`src/rtl/mem_wb_stage_pkg.sv`:
```
// Shared definitions for the MEM/WB stage: datapath widths, RV32I load/store
// funct3 encodings, write-back source select codes and the pipeline payload.
package mem_wb_stage_pkg;

    localparam int unsigned DATA_WIDTH = 32;
    localparam int unsigned REG_ADDR_W = 5;

    localparam logic [2:0] FUNCT3_LB  = 3'b000;
    localparam logic [2:0] FUNCT3_LH  = 3'b001;
    localparam logic [2:0] FUNCT3_LW  = 3'b010;
    localparam logic [2:0] FUNCT3_LBU = 3'b100;
    localparam logic [2:0] FUNCT3_LHU = 3'b101;
    localparam logic [2:0] FUNCT3_SB  = 3'b000;
    localparam logic [2:0] FUNCT3_SH  = 3'b001;
    localparam logic [2:0] FUNCT3_SW  = 3'b010;

    localparam logic [1:0] WB_SEL_ALU = 2'b00;
    localparam logic [1:0] WB_SEL_MEM = 2'b01;
    localparam logic [1:0] WB_SEL_PC4 = 2'b10;

    // MEM/WB pipeline register contents
    typedef struct packed {
        logic                  valid;
        logic                  reg_write;
        logic                  mem_read;
        logic                  mem_write;
        logic [1:0]            wb_sel;
        logic [2:0]            funct3;
        logic [REG_ADDR_W-1:0] rd_addr;
        logic [DATA_WIDTH-1:0] alu_result;
        logic [DATA_WIDTH-1:0] pc_plus4;
        logic [DATA_WIDTH-1:0] wr_data;
    } wb_pipe_t;

endpackage

```
`src/rtl/mem_wb_stage_load_aligner.sv`:
```
// Load aligner: picks the addressed byte/half out of a word-aligned read word
// and sign/zero-extends it; flags misaligned half/word accesses.
// Ports:
//   word_i     read word from memory (unshifted)
//   funct3_i   load width/sign
//   addr_i     low two address bits
//   data_o     aligned, extended load value
//   misalign_o access not naturally aligned
module mem_wb_stage_load_aligner
    import mem_wb_stage_pkg::*;
(
    input  logic [DATA_WIDTH-1:0] word_i,
    input  logic [2:0]            funct3_i,
    input  logic [1:0]            addr_i,
    output logic [DATA_WIDTH-1:0] data_o,
    output logic                  misalign_o
);

    logic [7:0]  byte_sel;
    logic [15:0] half_sel;

    // Byte and half-word lane selection
    always_comb begin
        byte_sel = word_i[7:0];
        case (addr_i)
            2'd0: byte_sel = word_i[7:0];
            2'd1: byte_sel = word_i[15:8];
            2'd2: byte_sel = word_i[23:16];
            2'd3: byte_sel = word_i[31:24];
            default: byte_sel = word_i[7:0];
        endcase
        half_sel = addr_i[1] ? word_i[31:16] : word_i[15:0];
    end

    // Extension and misalignment detection
    always_comb begin
        data_o     = word_i;
        misalign_o = 1'b0;
        case (funct3_i)
            FUNCT3_LB:  data_o = {{(DATA_WIDTH-8){byte_sel[7]}}, byte_sel};
            FUNCT3_LBU: data_o = {{(DATA_WIDTH-8){1'b0}}, byte_sel};
            FUNCT3_LH: begin
                data_o     = {{(DATA_WIDTH-16){half_sel[15]}}, half_sel};
                misalign_o = addr_i[0];
            end
            FUNCT3_LHU: begin
                data_o     = {{(DATA_WIDTH-16){1'b0}}, half_sel};
                misalign_o = addr_i[0];
            end
            FUNCT3_LW: begin
                data_o     = word_i;
                misalign_o = (addr_i != 2'b00);
            end
            default: data_o = word_i;
        endcase
    end

endmodule

```
`src/rtl/mem_wb_stage.sv`:
```
// MEM/WB pipeline register and write-back datapath.
// Captures MEM-stage control/results, holds the synchronous memory read word
// across stalls, aligns load data, selects the register write-back value and
// drives the whole-word store-forwarding ports of data_memory.
// Ports:
//   clk, rst             clock, asynchronous active-high reset
//   stall_i, flush_i     hold WB state / squash incoming instruction
//   MEM_*_i              MEM-stage control and data
//   rd_data_i            data_memory read word (valid while load is in WB)
//   WB_valid_o           WB holds a real instruction
//   WB_RegWrite_o        register-file write enable
//   WB_rd_addr_o         register-file write index
//   WB_wb_data_o         register-file write data
//   WB_load_misalign_o   misaligned-load exception
//   WB_MemWrite_en_o, WB_addr_o, WB_wr_data_o   store forwarding to data_memory
module mem_wb_stage
    import mem_wb_stage_pkg::*;
(
    input  logic                  clk,
    input  logic                  rst,
    input  logic                  stall_i,
    input  logic                  flush_i,
    input  logic                  MEM_valid_i,
    input  logic                  MEM_RegWrite_i,
    input  logic                  MEM_MemRead_i,
    input  logic                  MEM_MemWrite_i,
    input  logic [1:0]            MEM_wb_sel_i,
    input  logic [2:0]            MEM_funct3_i,
    input  logic [REG_ADDR_W-1:0] MEM_rd_addr_i,
    input  logic [DATA_WIDTH-1:0] MEM_alu_result_i,
    input  logic [DATA_WIDTH-1:0] MEM_pc_plus4_i,
    input  logic [DATA_WIDTH-1:0] MEM_wr_data_i,
    input  logic [DATA_WIDTH-1:0] rd_data_i,
    output logic                  WB_valid_o,
    output logic                  WB_RegWrite_o,
    output logic [REG_ADDR_W-1:0] WB_rd_addr_o,
    output logic [DATA_WIDTH-1:0] WB_wb_data_o,
    output logic                  WB_load_misalign_o,
    output logic                  WB_MemWrite_en_o,
    output logic [DATA_WIDTH-1:0] WB_addr_o,
    output logic [DATA_WIDTH-1:0] WB_wr_data_o
);

    wb_pipe_t              pipe_q, pipe_d;
    logic [DATA_WIDTH-1:0] hold_q, hold_d;
    logic                  hold_v_q, hold_v_d;

    logic [DATA_WIDTH-1:0] load_word;
    logic [DATA_WIDTH-1:0] load_data;
    logic                  align_misalign;
    logic                  misalign;

    // Pipeline and hold-register next state; stall has priority over flush
    always_comb begin
        pipe_d   = pipe_q;
        hold_d   = hold_q;
        hold_v_d = hold_v_q;
        if (!stall_i) begin
            pipe_d.valid      = MEM_valid_i;
            pipe_d.reg_write  = MEM_RegWrite_i;
            pipe_d.mem_read   = MEM_MemRead_i;
            pipe_d.mem_write  = MEM_MemWrite_i;
            pipe_d.wb_sel     = MEM_wb_sel_i;
            pipe_d.funct3     = MEM_funct3_i;
            pipe_d.rd_addr    = MEM_rd_addr_i;
            pipe_d.alu_result = MEM_alu_result_i;
            pipe_d.pc_plus4   = MEM_pc_plus4_i;
            pipe_d.wr_data    = MEM_wr_data_i;
            if (flush_i) begin
                pipe_d.valid     = 1'b0;
                pipe_d.reg_write = 1'b0;
                pipe_d.mem_read  = 1'b0;
                pipe_d.mem_write = 1'b0;
            end
            hold_v_d = 1'b0;
        end else if (pipe_q.valid && pipe_q.mem_read && !hold_v_q) begin
            // Memory read port moves on after this cycle; keep the word
            hold_d   = rd_data_i;
            hold_v_d = 1'b1;
        end
    end

    // State registers
    always_ff @(posedge clk or posedge rst) begin
        if (rst) begin
            pipe_q   <= '0;
            hold_q   <= '0;
            hold_v_q <= 1'b0;
        end else begin
            pipe_q   <= pipe_d;
            hold_q   <= hold_d;
            hold_v_q <= hold_v_d;
        end
    end

    assign load_word = hold_v_q ? hold_q : rd_data_i;

    mem_wb_stage_load_aligner u_load_aligner (
        .word_i     (load_word),
        .funct3_i   (pipe_q.funct3),
        .addr_i     (pipe_q.alu_result[1:0]),
        .data_o     (load_data),
        .misalign_o (align_misalign)
    );

    assign misalign = pipe_q.valid && pipe_q.mem_read && align_misalign;

    // Write-back source select
    always_comb begin
        WB_wb_data_o = '0;
        case (pipe_q.wb_sel)
            WB_SEL_ALU: WB_wb_data_o = pipe_q.alu_result;
            WB_SEL_MEM: WB_wb_data_o = load_data;
            WB_SEL_PC4: WB_wb_data_o = pipe_q.pc_plus4;
            default:    WB_wb_data_o = '0;
        endcase
    end

    assign WB_valid_o         = pipe_q.valid;
    assign WB_rd_addr_o       = pipe_q.rd_addr;
    assign WB_load_misalign_o = misalign;
    assign WB_RegWrite_o      = pipe_q.valid && pipe_q.reg_write
                                && (pipe_q.rd_addr != '0) && !misalign;
    // Forwarding path only carries whole words, so sub-word stores stay out
    assign WB_MemWrite_en_o   = pipe_q.valid && pipe_q.mem_write
                                && (pipe_q.funct3 == FUNCT3_SW);
    assign WB_addr_o          = pipe_q.alu_result;
    assign WB_wr_data_o       = pipe_q.wr_data;

endmodule

```
`config.mk`:
```
export PLATFORM = sky130hd
export DESIGN_NAME = mem_wb_stage
export DESIGN_NICKNAME = d
export VERILOG_FILES = /design/src/rtl/mem_wb_stage_pkg.sv /design/src/rtl/mem_wb_stage_load_aligner.sv /design/src/rtl/mem_wb_stage.sv
export SDC_FILE = /design/constraint.sdc
export NUM_CORES = 1
export LEC_CHECK = 0
export ABC_CLOCK_PERIOD_IN_PS = 5500
export CAP_MARGIN = 40
export CELL_PAD_IN_SITES_DETAIL_PLACEMENT = 1
export CELL_PAD_IN_SITES_GLOBAL_PLACEMENT = 2
export CORE_ASPECT_RATIO = 1.75
export CORE_MARGIN = 5
export CORE_UTILIZATION = 27
export CTS_BUF_LIST = sky130_fd_sc_hd__clkbuf_8
export DETAILED_ROUTE_END_ITERATION = 16
export PLACE_DENSITY = 0.78
export SETUP_SLACK_MARGIN = 0.02
export SYNTH_ARGS = -nofsm -noshare
export SYNTH_HDL_FRONTEND = slang
export SYNTH_SLANG_ARGS = --single-unit
```
`constraint.sdc`:
```
create_clock -name clk -period 5.5 [get_ports clk]
set_input_delay 1.65 -clock clk [delete_from_list [all_inputs] [get_ports clk]]
set_output_delay 1.65 -clock clk [all_outputs]
set_load 0.05 [all_outputs]
```
=== Word-level counts from Yosys, hierarchy flattened ===
Index checks and enable logic that the tools add are counted.

* Reductions and logical operators: 17
* Muxes and demuxes: 9
* Equality and inequality tests: 10

{| class="wikitable"
|+ Operators with widths
! kind !! number
|-
| case mux 32 bit (4 select lines) || 1
|-
| case mux 32 bit (3 select lines) || 1
|-
| two-way mux 32 bit || 1
|-
| case mux 8 bit (4 select lines) || 1
|-
| two-way mux 16 bit || 1
|-
| logical AND 1 bit || 8
|-
| equality test 2 bit, second input constant || 3
|-
| equality test 3 bit, second input constant || 2
|-
| nonzero test 5 bit || 1
|-
| equality test 2 x 1 -> 1 bit, second input constant || 2
|-
| logical NOT 2 bit || 2
|-
| two-way mux 4 bit || 1
|-
| equality test 3 x 1 -> 1 bit, second input constant || 1
|-
| equality test 3 x 2 -> 1 bit, second input constant || 1
|-
| logical NOT 3 bit || 1
|-
| logical NOT 1 bit || 2
|-
| two-way mux 1 bit || 2
|-
| != test 2 x 1 -> 1 bit, second input constant || 1
|-
| case mux 1 bit (2 select lines) || 1
|-
| AND reduction 2 bit || 1
|-
| nonzero test 2 bit || 1
|-
| OR reduction 2 bit || 1
|}

* Register bits after elaboration: 143

=== Depth between registers and ports, before layout ===
Gate-level depths: netlist of the first run.

* Depth in word-level cells: 6
* Depth in mapped cells: 7
* Depth with buffers taken out: 4

=== Cells and area by module ===
A second synthesis of the first run with hierarchy kept.

* Cell total of the unflattened synthesis: 632
* Area, all modules: 7953.9 um2

{| class="wikitable"
|+ Modules (own cells, without submodules)
! module !! area an instance (um2) !! instances !! cells each
|-
| mem_wb_stage || 7045.5 || 1 || 497
|-
| mem_wb_stage_load_aligner || 908.4 || 1 || 135
|}

=== Worst setup path before layout of the first run ===
No wires, ideal clock.

* Path kind: input port to output port
* Start: input rd_data_i[23]
* End: output WB_wb_data_o[15]
* Path buffers: 1
* Data required time: 3.850 ns
* Cell stages on the path: 5
* Data arrival time: 3.418 ns
* Slack: 0.432 ns
* Cell sequence: mux2_4 mux4_2 buf_6 nand2_1 a211oi_1

* Longest elaborated chain between the ends: 4

{| class="wikitable"
|+ RTL lines
! item !! line !! source
|-
| from (decl) || mem_wb_stage.sv:33 || <nowiki>input logic [DATA_WIDTH-1:0] rd_data_i,</nowiki>
|-
| two-way mux 32 bit || mem_wb_stage.sv:96 || <nowiki>assign load_word = hold_v_q ? hold_q : rd_data_i;</nowiki>
|-
| case mux 8 bit (4 select lines) || mem_wb_stage_load_aligner.sv:25 || <nowiki>case (addr_i)</nowiki>
|-
| case mux 32 bit (4 select lines) || mem_wb_stage_load_aligner.sv:39 || <nowiki>case (funct3_i)</nowiki>
|-
| case mux 32 bit (3 select lines) || mem_wb_stage.sv:111 || <nowiki>case (pipe_q.wb_sel)</nowiki>
|-
| to (decl) || mem_wb_stage.sv:37 || <nowiki>output logic [DATA_WIDTH-1:0] WB_wb_data_o,</nowiki>
|}

No other way between the ends.

=== Worst setup path in the final report of the first run ===
* Start: input rd_data_i[31]
* End: output WB_wb_data_o[11]

The elaborated chain is that of the path after synthesis.

==> run metrics, run 1 <==
Final period util 0.977; depth of the CTS H-tree 4; Worst-Margin Slew 0.871 ns; fillers 2990; max-cap viol count 0; CTS tree done; r2r setup slk 3.59 ns; Port Buffer Count 250; cell count after synthesis 614; Iter 0 DRT Violations 138; Synth area leaders dfrtp_1, mux2_2, buf_4; CP required 3.85 ns; Area Overhead vs Synth 37.5%; DP Area 0.00981 mm²; Slew headroom 0.419; drt drc 0; vias per std cell 4.55; die extent in x 135 µm; Core ar. 0.0272 mm²; largest net degree at the start of global routing 83; RSZ-0062 raised after global routing no; fin util 0.375; Multi-input gate area 0.00318 mm²; hold buffers post-CTS 0; Setup TNS 0 ns; worst ir drop on vdd 0.000197 V; CTS Buffer Depth 2; register area 0.00358 mm²; Nets 935; Mean Syn Cell Area 12.1 µm²; fmax 186 MHz; FF-to-FF End hold_q[18]; number of global-route vias before repair 6000; first-pass GRT wire length 38500 µm; area leader, netlist dfrtp_1; Site Rows 80; via count 5357; CP Capture Type primary output; Placer Congestion 0.798; Final Critical Period 5.37 ns; library cells used by synthesis 38; Worst setup startpoint rd_data_i[31]; Yosys reg bits 143; crit path kind input port to primary output; Clock transition at path regs 0.07 ns; Synth Area in Compound Gates 0.0684; WHS 0.503 ns; fin area 0.0102 mm²; power per cell area 313 mW/mm²; WP data arrival 3.72 ns; WHS Path Cells 1; antenna violations before repair 10; Final ANT Viol Nets 0; die area 0.0311 mm²; Synth Net Count 760; met3 WL 1260 µm; Worst setup SP type input port; leak pwr 4.19 nW; DR WL/cell 21.9 µm; endpoints failing setup 0; Synth Area in XOR/XNOR 0; clk_lat worst skew 0.48 ns; Clock Skews 0.00675 ns; Synth Area in Adders 0; clk root buf clkbuf_8; total CTS buffers 17; Mapped Area 0.00743 mm²; routed wire length 25800 µm; register area share after synthesis 0.482; Clock Sinks 143; leading cell types in the layout, fill and taps excluded clkdlybuf4s50_1, mux2_2, dfrtp_1; end point of the critical path WB_wb_data_o[11]; post-synthesis simple-gate area fraction 0.0507; Pwr Total 3.20 mW; commonest non-fill, non-tap cell in the layout clkdlybuf4s50_1; max-slew violations 0; met2 routed WL 14500 µm; top cell type's share of synthesized area 0.482; largest family of logic cells by synthesized area multiplexers; layout cells sized above 1 0.295; fraction of synthesized area in multiplexers 0.305; Final HPWL DP 19900 µm; Die Y 229 µm; starting density of the core 0.273; Register-to-Register Path Depth 3; Final Hold Vio Count 0; run status completed; Reg-to-Reg Start hold_v_q; IO Count 251; Crit Path Max Fanout 10; Ys Warns 0; GR Overflow Total 0; 1st-pass router iterations 4; Hold WC Path Type flop to flop; met1 wire length 9130 µm; worst min-delay path startpoint WB_wr_data_o[30]; GRT Util Overall 0.170; top sig layer met5
-- critical path: stages --
cell and delay, ns:
clkdlybuf4s50_1 0.45, mux2_1 0.30, mux4_2 0.53, buf_6 0.18
a221oi_1 0.30, o22ai_1 0.11, buf_4 0.21
-- layout make-up --
cell class,instances,share of cell area
sequential,143,0.351
multi-input combinational,360,0.311
timing repair buffer,264,0.256
tap,369,0.0452
clock buffer,17,0.0229
clock inverter,13,0.0108
antenna,9,0.00221
inverter,3,0.00147
-- per-stage QoR --
stage	setup slack [ns]	cells
after CTS	0.0932	1168
after detailed placement	0.0951	1138
after global routing	0.0311	1176
after floorplan	0.432	614
final	0.127	1178
after global placement	0.139	1137
-- state kept, by name, indices dropped and copies added (netlist names) --
name,count
WB_rd_addr_o,5
pipe_q,40
hold_v_q,1
WB_addr_o,32
WB_wr_data_o,32
hold_q,32
WB_valid_o,1
-- how the worst min path moves through the flow --
stage | slack, ns | end
floorplan | 0.45 | pipe_q[108]
global placement | 0.48 | pipe_q[108]
detailed placement | 0.49 | hold_q[14]
CTS | 0.51 | WB_wr_data_o[30]
global route | 0.52 | pipe_q[36]
finish | 0.50 | WB_wr_data_o[30]
-- repair_timing --
item	4_1_cts	5_1_grt
endpoints found under the setup margin	0	8
buffers inserted	0	1
gates resized for setup	0	5
-- cell families after synthesis --
logic type,count (synthesis)
muxes,204
and+or+nand+nor,83
DFF,143
buffers and inverters,111
AOI/OAI and AO/OA,73
-- metal layers --
metal / global-route usage / vias up
li1: - / 2481
met2: 0.309 / 129
met3: 0.0468 / 39
met1: 0.173 / 2706
met4: 0.0886 / 2
met5: 0 / -
-- synthesized netlist by cell type --
cell type / instances
and3_1: 2
mux2_2: 150
nand3b_1: 1
buf_2: 4
inv_1: 3
dfrtp_1: 143
a311oi_1: 1
clkbuf_1: 26
buf_6: 2
o311a_1: 1
a21oi_1: 16
or4_1: 1
o21ai_0: 8
a221o_1: 7
mux2_4: 2
nand4b_1: 1
o21ai_1: 1
mux2i_1: 48
a21boi_0: 1
or3_1: 3
o211ai_1: 1
nand2_1: 25
nor3b_1: 2
a211oi_1: 1
o22ai_1: 24
a221oi_4: 1
nor2_1: 35
buf_4: 69
nand2b_1: 3
nor2b_1: 6
mux2_1: 2
a22o_1: 3
mux4_2: 2
nor3_1: 3
a21o_1: 1
a221oi_1: 7
nand3_2: 1
buf_1: 7
-- power breakdown --
part / total [mW] / switching [mW] / internal (mW) / leakage, nW
Sequential: 1.31 / 0.102 / 1.21 / 1.70
Combinational: 1.10 / 0.635 / 0.465 / 2.29
Clock: 0.792 / 0.408 / 0.384 / 0.199
Total: 3.20 / 1.15 / 2.05 / 4.19
Note: power is estimated with default switching activity, not from simulation.
==> run 2, diff against run 1 <==
ABC_CLOCK_PERIOD_IN_PS = 5900   (was 5500)
CORE_UTILIZATION = 30   (was 27)
PLACE_DENSITY = 0.82   (was 0.78)
SKIP_LAST_GASP = 1   (was unset)
clock period = 5.9 ns   (was 5.5 ns; I/O delays follow)
==> run metrics, run 2 (synthesis gave the netlist of run 1 again) <==
leak pwr 4.21 nW; first-pass GRT wire length 36800 µm; power per cell area 312 mW/mm²; Final HPWL DP 19300 µm; WHS Path Cells 2; crit path kind input port to primary output; via count 5379; Crit Path Max Fanout 10; hold buffers post-CTS 0; top sig layer met4; starting density of the core 0.303; max-cap viol count 0; total CTS buffers 17; routed wire length 24900 µm; placed insts 1081; Crit-path slowest cell mux4_2; # resized after CTS 0; endpoints failing setup 0; IO Count 251; antenna violations before repair 4; Site Rows 76; die extent in x 129 µm; Core ar. 0.0245 mm²; Clock transition at path regs 0.08 ns; max reg flops 40; post-CTS setup buffer count 0; number of global-route vias before repair 6147; GRT Util Overall 0.179; Worst-Margin Slew 0.822 ns; Register-to-Register Path Depth 3; WP data arrival 3.91 ns; Setup TNS 0 ns; die area 0.0281 mm²; met3 WL 1360 µm; RSZ-0062 raised after global routing no; Worst setup SP type input port; Clock Skews 0.00821 ns; CP required 4.13 ns; Clock Sinks 143; Slew headroom 0.451; CP dominant cell by count buf_4; layout cells sized above 1 0.296; Final Critical Period 5.68 ns; Iter 0 DRT Violations 159; crit-path cells clkdlybuf4s50_1 -> mux2_1 -> mux4_2 -> buf_4 -> a221oi_1 -> o22ai_1 -> buf_4; CTS tree done; Hold WC Path Type flop to flop; Placer Congestion 0.808; Nets 934; worst ir drop on vdd 0.000212 V; fmax 176 MHz; Top reg by flops pipe_q; run status completed; Post-Layout Cell Count 1118; CP Capture Type primary output; met2 routed WL 14100 µm; vias per std cell 4.81; clk root buf clkbuf_8; Final period util 0.962; Port Buffer Count 250; depth of the CTS H-tree 4; leading cell types in the layout, fill and taps excluded clkdlybuf4s50_1, mux2_2, dfrtp_1; largest net degree at the start of global routing 62; max-slew violations 0; Final Hold Vio Count 0; GR Overflow Total 0; commonest non-fill, non-tap cell in the layout clkdlybuf4s50_1; met1 wire length 8380 µm; Final ANT Viol Nets 0; Die Y 218 µm; clk_lat worst skew 0.48 ns; DR WL/cell 22.3 µm; drt drc 0; Area Overhead vs Synth 37.6%; max incr delay on CP 0.53 ns; 1st-pass router iterations 4; CTS Buffer Depth 2
[run 2: area by class of cell]
class	count	area (µm²)
fillers	2663	14300
inverters	3	16.3
flip-flops and latches	143	3580
clock buffers	18	248
well taps	312	390
multi-input cells	360	3150
repair buffers	263	2580
clock inverters	14	239
diodes	5	12.5
[run 2: final timing paths]
check,start,end,slack (ns)
min in group asynchronous,rst,WB_addr_o[19],1.62
worst max register to register,hold_v_q,hold_q[21],4.12
worst min register to register,pipe_q[108],pipe_q[108],0.50
max in group asynchronous,rst,WB_addr_o[12],3.27
worst max-delay path,rd_data_i[31],WB_wb_data_o[10],0.22
worst min-delay path,pipe_q[108],pipe_q[108],0.50
[run 2: power breakdown]
group	leakage, nW	internal, mW	switching [mW]
clock network	0.235	0.557	0.408
logic	2.28	0.421	0.588
registers	1.70	1.12	0.0949
total	4.21	2.10	1.09
[run 2: routing by layer]
| layer | up-vias | track usage |
|---|---|---|
| met4 | 0 | 0.0981 |
| met5 | - | 0 |
| met1 | 2706 | 0.174 |
| met3 | 45 | 0.0499 |
| met2 | 161 | 0.333 |
| li1 | 2467 | - |
[run 2: worst max-delay path, delay by kind of cell]
kind                   cells  cell delay, ns
muxes                      2            0.84
AOI/OAI and AO/OA          2            0.42
buffers and inverters      3            0.87
[run 2: metrics by stage]
step,hold slack [ns],utilization,instance area [µm²],power [mW],worst slack [ns]
2_1_floorplan,0.453,-,7430,1.93,0.292
3_3_place_gp,0.481,0.394,9670,2.23,0.290
3_5_place_dp,0.480,0.396,9720,2.26,0.251
4_1_cts,0.501,0.416,10200,3.25,0.221
5_1_grt,0.515,0.417,10200,3.35,0.101
6_report,0.502,0.417,10200,3.19,0.224
